## config.mk

```make
export PLATFORM = sky130hd
export DESIGN_NAME = cmp_sort_ctrl
export DESIGN_NICKNAME = d
export VERILOG_FILES = /design/src/rtl/cmp_sort_ctrl_pkg.sv /design/src/rtl/cmp_sort_ctrl_comparator.sv /design/src/rtl/cmp_sort_ctrl.sv
export SDC_FILE = /design/constraint.sdc
export NUM_CORES = 1
export LEC_CHECK = 0
export ABC_AREA = 1
export ABC_CLOCK_PERIOD_IN_PS = 3750
export BUFFER_PORTS_ARGS = -buffer_cell sky130_fd_sc_hd__clkbuf_2
export CAP_MARGIN = 10
export CORE_UTILIZATION = 40
export CTS_BUF_LIST = sky130_fd_sc_hd__clkbuf_8
export DETAILED_ROUTE_END_ITERATION = 10
export GPL_TIMING_DRIVEN = 0
export MAX_ROUTING_LAYER = met4
export PLACE_DENSITY = 0.59
export SETUP_SLACK_MARGIN = 0.3
export SYNTH_ARGS = -nofsm -noshare
export SYNTH_HDL_FRONTEND = slang
export SYNTH_HIERARCHICAL = 1
export SYNTH_SLANG_ARGS = --single-unit
```

## constraint.sdc

```tcl
create_clock -name clk -period 3.75 [get_ports clk]
set_clock_uncertainty 0.15 [all_clocks]
set_input_delay 0.1875 -clock clk [delete_from_list [all_inputs] [get_ports clk]]
set_output_delay 0.1875 -clock clk [all_outputs]
set_load 0.02 [all_outputs]
```

## src/rtl/cmp_sort_ctrl_pkg.sv

```systemverilog
// Shared definitions for the comparator-driven sort sequencer.
// Contents:
//   state_e    - sequencer states (IDLE, LOAD, SORT, OUTPUT)
//   IDXW       - index/pass counter width for the default batch size
//   idx_width  - index/pass counter width for any batch size
//   swap_cond  - decides from the comparator flags whether a pair is out of order
package cmp_pkg;

  typedef enum logic [1:0] {
    IDLE   = 2'd0,
    LOAD   = 2'd1,
    SORT   = 2'd2,
    OUTPUT = 2'd3
  } state_e;

  localparam int N_DEFAULT = 8;
  localparam int IDXW      = $clog2(N_DEFAULT);

  function automatic int idx_width(input int n);
    return $clog2(n);
  endfunction

  // Equal never swaps, which keeps the bubble sort stable.
  function automatic logic swap_cond(input logic descend, input logic lt,
                                     input logic eq, input logic gt);
    logic hit;
    if (descend) begin
      hit = lt;
    end else begin
      hit = gt;
    end
    return hit & ~eq;
  endfunction

endpackage

```

## src/rtl/cmp_sort_ctrl_comparator.sv

```systemverilog
// Team magnitude comparator (unsigned).
// Ports:
//   Data_in_A, Data_in_B - operands
//   less, equal, greater - A<B, A==B, A>B
module cmp_sort_ctrl_comparator #(
  parameter int W = 4
) (
  input  logic [W-1:0] Data_in_A,
  input  logic [W-1:0] Data_in_B,
  output logic         less,
  output logic         equal,
  output logic         greater
);

  assign less    = (Data_in_A <  Data_in_B);
  assign equal   = (Data_in_A == Data_in_B);
  assign greater = (Data_in_A >  Data_in_B);

endmodule

```

## src/rtl/cmp_sort_ctrl.sv

```systemverilog
// Collects N words from a valid/ready producer, bubble-sorts them in place
// using one shared comparator (one compare-and-swap per cycle, early exit on
// a clean pass), then streams them to a valid/ready consumer.
// Ports:
//   clk, rst             - clock, async active-high reset
//   start                - begin a batch (honoured only in IDLE)
//   in_valid/in_ready    - producer handshake, in_data word
//   out_valid/out_ready  - consumer handshake, out_data word
//   busy                 - high outside IDLE
//   done                 - one-cycle pulse after the last output transfer
//   swap_count           - saturating swap count of the current/last batch
module cmp_sort_ctrl
  import cmp_pkg::*;
#(
  parameter int N       = 8,
  parameter int W       = 4,
  parameter int DESCEND = 0,
  parameter int CW      = 8
) (
  input  logic          clk,
  input  logic          rst,
  input  logic          start,
  input  logic          in_valid,
  input  logic [W-1:0]  in_data,
  output logic          in_ready,
  output logic          out_valid,
  output logic [W-1:0]  out_data,
  input  logic          out_ready,
  output logic          busy,
  output logic          done,
  output logic [CW-1:0] swap_count
);

  localparam int              IW        = idx_width(N);
  localparam logic [IW-1:0]   IDX_LAST  = IW'(N - 1);
  localparam logic [IW-1:0]   PASS_LAST = IW'(N - 2);
  localparam logic            DESC_BIT  = (DESCEND != 0);

  state_e          state_q;
  logic [W-1:0]    mem_q [N];
  logic [IW-1:0]   idx_q;      // load index in LOAD, output index in OUTPUT
  logic [IW-1:0]   pass_q;
  logic [IW-1:0]   i_q;
  logic            swapped_q;
  logic            in_ready_q;
  logic            out_valid_q;
  logic            busy_q;
  logic            done_q;
  logic [W-1:0]    out_data_q;
  logic [CW-1:0]   swap_cnt_q;

  logic [W-1:0]    cmp_a_s;
  logic [W-1:0]    cmp_b_s;
  logic            lt_s;
  logic            eq_s;
  logic            gt_s;
  logic            swap_s;
  logic            pass_end_s;
  logic [IW-1:0]   i_nxt_s;
  logic [W-1:0]    head_s;
  logic [CW-1:0]   swap_cnt_d;

  cmp_sort_ctrl_comparator #(.W(W)) u_cmp (
    .Data_in_A (cmp_a_s),
    .Data_in_B (cmp_b_s),
    .less      (lt_s),
    .equal     (eq_s),
    .greater   (gt_s)
  );

  // Comparator operand mux: only SORT drives a real pair.
  always_comb begin
    i_nxt_s = i_q + IW'(1);
    if (state_q == SORT) begin
      cmp_a_s = mem_q[i_q];
      cmp_b_s = mem_q[i_nxt_s];
    end else begin
      cmp_a_s = {W{1'b0}};
      cmp_b_s = {W{1'b0}};
    end
  end

  // Swap decision, pass boundary, saturating count and post-swap head word.
  always_comb begin
    swap_s     = (state_q == SORT) & swap_cond(DESC_BIT, lt_s, eq_s, gt_s);
    pass_end_s = (i_q == (PASS_LAST - pass_q));
    if (swap_cnt_q == {CW{1'b1}}) begin
      swap_cnt_d = swap_cnt_q;
    end else begin
      swap_cnt_d = swap_cnt_q + CW'(1);
    end
    // The final compare may swap element 0 on the same edge we leave SORT.
    if (swap_s && (i_q == {IW{1'b0}})) begin
      head_s = mem_q[1];
    end else begin
      head_s = mem_q[0];
    end
  end

  // Sequencer: state, storage, counters and all registered outputs.
  always_ff @(posedge clk or posedge rst) begin
    if (rst) begin
      state_q     <= IDLE;
      idx_q       <= {IW{1'b0}};
      pass_q      <= {IW{1'b0}};
      i_q         <= {IW{1'b0}};
      swapped_q   <= 1'b0;
      in_ready_q  <= 1'b0;
      out_valid_q <= 1'b0;
      busy_q      <= 1'b0;
      done_q      <= 1'b0;
      out_data_q  <= {W{1'b0}};
      swap_cnt_q  <= {CW{1'b0}};
      for (int k = 0; k < N; k++) begin
        mem_q[k] <= {W{1'b0}};
      end
    end else begin
      done_q <= 1'b0;
      case (state_q)
        IDLE: begin
          // A start coinciding with the done pulse belongs to the old batch.
          if (start && !done_q) begin
            state_q    <= LOAD;
            swap_cnt_q <= {CW{1'b0}};
            idx_q      <= {IW{1'b0}};
            in_ready_q <= 1'b1;
            busy_q     <= 1'b1;
          end
        end
        LOAD: begin
          if (in_valid && in_ready_q) begin
            mem_q[idx_q] <= in_data;
            if (idx_q == IDX_LAST) begin
              state_q    <= SORT;
              in_ready_q <= 1'b0;
              pass_q     <= {IW{1'b0}};
              i_q        <= {IW{1'b0}};
              swapped_q  <= 1'b0;
            end else begin
              idx_q <= idx_q + IW'(1);
            end
          end
        end
        SORT: begin
          if (swap_s) begin
            mem_q[i_q]     <= cmp_b_s;
            mem_q[i_nxt_s] <= cmp_a_s;
            swap_cnt_q     <= swap_cnt_d;
          end
          if (pass_end_s) begin
            if (!(swapped_q || swap_s) || (pass_q == PASS_LAST)) begin
              state_q     <= OUTPUT;
              out_valid_q <= 1'b1;
              out_data_q  <= head_s;
              idx_q       <= {IW{1'b0}};
            end else begin
              pass_q    <= pass_q + IW'(1);
              i_q       <= {IW{1'b0}};
              swapped_q <= 1'b0;
            end
          end else begin
            i_q       <= i_nxt_s;
            swapped_q <= swapped_q | swap_s;
          end
        end
        OUTPUT: begin
          if (out_ready) begin
            if (idx_q == IDX_LAST) begin
              state_q     <= IDLE;
              out_valid_q <= 1'b0;
              busy_q      <= 1'b0;
              done_q      <= 1'b1;
            end else begin
              idx_q      <= idx_q + IW'(1);
              out_data_q <= mem_q[idx_q + IW'(1)];
            end
          end
        end
        default: begin
          state_q     <= IDLE;
          in_ready_q  <= 1'b0;
          out_valid_q <= 1'b0;
          busy_q      <= 1'b0;
        end
      endcase
    end
  end

  assign in_ready   = in_ready_q;
  assign out_valid  = out_valid_q;
  assign out_data   = out_data_q;
  assign busy       = busy_q;
  assign done       = done_q;
  assign swap_count = swap_cnt_q;

endmodule

```

# ---- After elaboration in Yosys (flattened, before gate mapping)
# Index checks and enable logic that the tools add are counted.
dict set report totals {
  word_cells 158
  inputBits 9
  reg_bits 60
}
dict set report classes {
  addsub 5
  eq_ne 20
  n_mux 71
  reduce_logical 27
  n_lt_le_gt_ge 8
  bitwise_logic 8
}
# cell n
set op_table {}
lappend op_table {{32-bit bitwise mux} 3}
lappend op_table {{32-bit 2-to-1 mux} 2}
lappend op_table {{4-bit 2-to-1 mux} 16}
lappend op_table {{32-bit one-hot mux with 2 select lines} 1}
lappend op_table {{4-bit binary-select mux with 3-bit select} 3}
lappend op_table {{4-bit demux with 3-bit select} 3}
lappend op_table {{3-bit 2-to-1 mux} 12}
lappend op_table {{8-bit 2-to-1 mux} 3}
lappend op_table {{2-bit inequality test, second input constant} 10}
lappend op_table {{5-bit AND reduction} 4}
lappend op_table {{4-bit >= comparator, second input constant} 4}
lappend op_table {{3-bit NOT with 4-bit output} 4}
lappend op_table {{8-bit one-hot mux with 2 select lines} 1}
lappend op_table {{4-bit AND reduction} 4}
lappend op_table {{2-bit 2-to-1 mux} 7}
lappend op_table {{4-bit by 1-bit < comparator with 1-bit output, second input constant} 3}
lappend op_table {{3-bit one-hot mux with 2 select lines} 2}
lappend op_table {{3-bit one-hot mux with 4 select lines} 1}
lappend op_table {{1-bit 2-to-1 mux} 11}
lappend op_table {{2-bit nonzero test} 5}
lappend op_table {{3-bit by 1-bit adder with 3-bit output, second input constant} 3}
lappend op_table {{8-bit by 1-bit adder with 8-bit output, second input constant} 1}
lappend op_table {{8-bit == test, second input constant} 1}
lappend op_table {{1-bit one-hot mux with 2 select lines} 4}
lappend op_table {{21 further kinds} 31}

# ---- Logic depth before layout (Yosys ltp)
dict set report logic_depth {
  word_depth 16
  ltp_mapped 27
}

# ---- Cells and area by module
# Netlist, hierarchy kept.
# module seq_area_each_um2 area_each_um2 n_inst cells_per_inst
set modules_own_cells {}
lappend modules_own_cells {cmp_sort_ctrl 1501.4 5348.9 1 921}
lappend modules_own_cells {cmp_sort_ctrl_comparator 0.0 115.1 1 20}

# ---- Worst setup path after synthesis
# OpenSTA, ideal clock, no wires.
dict set report synth_path {
  path_kind {register -> register}
  startpoint {register i_q[1]}
  endpoint {register mem_q[29] in the netlist's numbering}
  path_slack_ps 282
  t_required_ps 3481
  t_arrival_ps 3199
  path_stages_with_launch 28
  cell_sequence {dfrtp_1 > buf_4 > inv_2 > buf_2 > ha_1 > inv_1 > buf_2 > nand3_1 > nand2_1 > nand2_1 > nand2_2 > nand2_1 > inv_1 > inv_1 > ha_1 > nand2_1 > inv_1 > nand2_1 > a21oi_1 > nand2_1 > nand2_1 > nand3_1 > nor2_1 > nand2_2 > nor2_1 > nand2_1 > nor2_1 > nor2_1}
}
dict set report synth_between {
  word_cells_on_any_way 32
}
# item line_no
set synth_lines {}
lappend synth_lines {{from (decl)} cmp_sort_ctrl.sv:43} ;# logic [IW-1:0] i_q;
lappend synth_lines {{from (signal assigned)} cmp_sort_ctrl.sv:106} ;# i_q <= {IW{1'b0}};
lappend synth_lines {{from (signal assigned)} cmp_sort_ctrl.sv:137} ;# i_q <= {IW{1'b0}};
lappend synth_lines {{from (signal assigned)} cmp_sort_ctrl.sv:158} ;# i_q <= {IW{1'b0}};
lappend synth_lines {{3-bit by 1-bit adder with 3-bit output} cmp_sort_ctrl.sv:73} ;# i_nxt_s = i_q + IW'(1);
lappend synth_lines {{3-bit NOT with 4-bit output (implied by the code)} cmp_sort_ctrl.sv:76} ;# cmp_b_s = mem_q[i_nxt_s];
lappend synth_lines {{4-bit binary-select mux with 3-bit select} cmp_sort_ctrl.sv:76}
lappend synth_lines {{4-bit 2-to-1 mux (implied by the code) (2 in series)} cmp_sort_ctrl.sv:76}
lappend synth_lines {{4-bit 2-to-1 mux} cmp_sort_ctrl.sv:74} ;# if (state_q == SORT) begin
lappend synth_lines {{via cmp_b_s[3]} cmp_sort_ctrl.sv:53} ;# logic [W-1:0] cmp_b_s;
lappend synth_lines {{4-bit greater-than comparator} cmp_sort_ctrl_comparator.sv:17} ;# assign greater = (Data_in_A > Data_in_B);
lappend synth_lines {{via gt_s} cmp_sort_ctrl.sv:56} ;# logic gt_s;
lappend synth_lines {{1-bit AND} cmp_sort_ctrl_pkg.sv:32} ;# return hit & ~eq;
lappend synth_lines {{1-bit AND} cmp_sort_ctrl.sv:85} ;# swap_s = (state_q == SORT) & swap_cond(DESC_BIT, lt_s, eq_s, gt_s);
lappend synth_lines {{2-bit inequality test (no line)} -}
lappend synth_lines {{3-bit AND reduction (no line)} -}
lappend synth_lines {{to (signal, indexed assignment)} cmp_sort_ctrl.sv:115} ;# mem_q[k] <= {W{1'b0}};
lappend synth_lines {{to (signal, indexed assignment)} cmp_sort_ctrl.sv:132} ;# mem_q[idx_q] <= in_data;
lappend synth_lines {{to (signal, indexed assignment)} cmp_sort_ctrl.sv:146} ;# mem_q[i_q] <= cmp_b_s;
lappend synth_lines {{to (decl)} cmp_sort_ctrl.sv:40} ;# logic [W-1:0] mem_q [N];
# The timed path passes the listed nets, and every way through them passes these cells. The select of a mux whose other input is x is not followed.
# A chain may end at the register's enable or synchronous reset.

# ---- Worst setup path after layout
dict set report layout_path {
  startpoint {register i_q[0]}
  endpoint {register mem_q[26] in the netlist's numbering}
}
# The elaborated chain is that of the path after synthesis.

==> summary.md <==
| Metric | Value |
|---|---|
| Clock Latency Late Sink | 0.39 ns |
| Tmin final | 3.49 ns |
| First-pass GRT wire length | 31.9 mm |
| Die area | 14100 um^2 |
| Post-Place Cells | 1142 |
| Fin crit share | 92.9% |
| Yosys warns | 6 |
| Area grow syn2layout | 25.6% |
| Wire length per cell | 17.6 um |
| Detailed-router iteration count before antenna repair | 5 |
| Area of the multi-input gates | 3760 um^2 |
| Hold Path Class | in2reg |
| FF/Latch Area | around 1500 um^2 |
| Fill cell count | approximately 1400 |
| Vias per std cell | 5.28 |
| Diode count | 0 |
| PD cells | approximately 1100 nW/um^2 |
| RSZ-0062 raised after global routing | true |
| Port bufs | 24 |
| Row count | 42 |
| Syn_area_per_cell | 5.81 um^2 |
| Mapped Area | 5460 um^2 |
| WP data arrival | 3.61 ns |
| Clock tree buffer depth | 2 |
| Slew HR | between 50 and 60% |
| Crit-path slowest cell | dfrtp_1 |
| Die Y-Extent | 119 um |
| Final hold violation count | 0 |
| Fin Setup TNS | 0 ns |
| Share of cells above drive strength 1 | 22.2% |
| Crit Path Class | reg2reg |
| Run status | finished clean |
| Worst setup margin | 0.265 ns |
| Worst-margin pin slew | approximately 0.63 ns |
| Total power | 7310 uW |
| Core area | 13300 um^2 |
| Total grt overflow | 0 |
| Final Util | 51.6% |
| Global Route Usage Sum | 31.4% |
| Die width | around 120 um |
| CTS Sinks | 60 |
| Total number of vias | ~6300 |
| Vias in the first global route | 5633 |
| Initial antenna violation count | 0 |
| CP peak stage delay | 0.37 ns |
| Nets@finish | 1034 |
| Cell mode on critical path | nand2_2 |
| Largest net degree at the start of global routing | 24 |
| Initial core utilization | between 40% and 50% |
| Slew Viols, Final | 0 |
| Syn nets | 966 |
| Clock-pin slew on the worst setup and hold paths | roughly 0.080 ns |
| Setup-failing EPs final | 0 |
| Hpwl dp | 14.4 mm |
| GPL Wtd Cong | 0.972 |
| H-tree levels | 3 |
| Critical path startpoint category | flop |
| I/O Pins | 25 |
| Post-route ant nets | 0 |
| DRT Wirelength | 20.9 mm |
| CTS Buf Count | 9 |
| Worst EP required | 3.87 ns |
| CTS tree | done |
| Max_cap viols | 0 |
| Peak VDD IR | 0.689 mV |
| Final std cells w/o fill | 1189 |
| Drt drc | 0 |
| Highest clock rate | roughly 0.29 GHz |
| Leak | roughly 0.0036 uW |
| Synth Instances | 940 |
| Initial DRC count | 700 |
| Crit. End Element | flop |
| Place WS | -1.06 ns |
| Clk root buf | clkbuf_8 |
| Critical-path maximum fanout | 8 |
==> registers in the layout, summed over array words and instances (netlist names), 2 cells and up <==
name	count
i_q	3
idx_q	3
mem_q	32
out_data	4
pass_q	3
state_q	2
swap_count	8
==> area by class of cell <==
class / instances / share of cell area [%]
clock buffers: 9 / 1.81
plain buffers: 31 / 4.36
flip-flops and latches: 60 / 21.9
well taps: 176 / 3.21
multi-input cells: 745 / 54.9
clock inverters: 7 / 1.11
inverters: 104 / 5.95
repair buffers: 57 / 6.75
==> per-layer routing <==
| layer | share of wire [%] | GRT usage, % | wire length [um] | vias to the layer above |
|---|---|---|---|---|
| met4 | 5.4 | 19.1 | 1140 | 0 |
| met2 | 43 | 44.8 | 9050 | 342 |
| met5 | 0 | - | 0 | - |
| met3 | 9.8 | 6.90 | 2050 | 84 |
| met1 | 42 | 40.3 | 8700 | 2807 |
| li1 | - | - | - | 3042 |
==> critical path, delay by kind of cell (launching register included) <==
family                   cells  cell delay, ns
AO/OA/AOI/OAI                1            0.15
AND/OR/NAND/NOR             16            1.31
buffers and inverters        9            0.82
flip-flops                   1            0.37
adder cells (fa/ha/maj)      2            0.55
==> stage by stage <==
stage | hold WS [ns] | cell area, um^2
after floorplan | 0.144 | 5460
after CTS | 0.143 | 6490
after detailed placement | 0.0403 | 5850
final | 0.159 | 6850
after global routing | 0.182 | 6850
after global placement | 0.250 | 5800
==> placed cells by master (no fill, tap or decap), types with 2 or more instances in the layout <==
cell	n
nand2_2	27
nand4_1	8
dfrtp_1	60
nand2_1	327
clkbuf_8	9
ha_4	3
buf_12	5
nor2_4	12
nor3_1	2
o21ai_1	10
nor2_2	24
nand3_2	14
buf_6	15
buf_4	31
a21oi_1	21
inv_6	2
nand2_4	20
nand3_1	57
ha_1	14
or2_0	2
inv_4	2
nor2_1	149
clkinvlp_4	2
nand3_4	4
buf_2	3
dlygate4sd3_1	2
inv_2	11
clkbuf_1	3
buf_8	2
o21ai_0	31
clkinv_4	2
inv_1	89
o211ai_1	6
xor2_1	2
clkbuf_2	24
or2_2	3
==> worst paths after layout <==
path | to | depth (start not counted) | slack, ns | start
max | mem_q[26]$_DFFE_PP0P_ | 28 | 0.26 | i_q[0]$_DFFE_PP0P_
min | busy$_DFFE_PP0P_ | 5 | 0.16 | start
max reg2reg | mem_q[26]$_DFFE_PP0P_ | 28 | 0.26 | i_q[0]$_DFFE_PP0P_
min reg2reg | out_data[2]$_DFFE_PP0P_ | 2 | 0.34 | out_data[2]$_DFFE_PP0P_
max in group asynchronous | mem_q[28]$_DFFE_PP0P_ | 5 | 2.60 | rst
min in group asynchronous | swapped_q$_DFFE_PP0P_ | 3 | 0.18 | rst
==> power breakdown <==
part           total, uW  internal, uW  leakage (uW)  switching [uW]
combinational       5460          1920       0.00273            3530
sequential          1220           932      0.000744             288
clock                633           310     0.0000958             323
total               7310          3170       0.00357            4140
==> what timing repair did <==
item / in CTS / in global routing
gates resized for setup: 69 / 84
gates cloned: 1 / 1
pin swaps: 30 / 61
hold buffers: 2 / 0
endpoints found under the setup margin: 57 / 57
endpoints found under the hold margin: 38 / 0
setup buffers: 17 / 10
(Power assumes the default switching activity.)
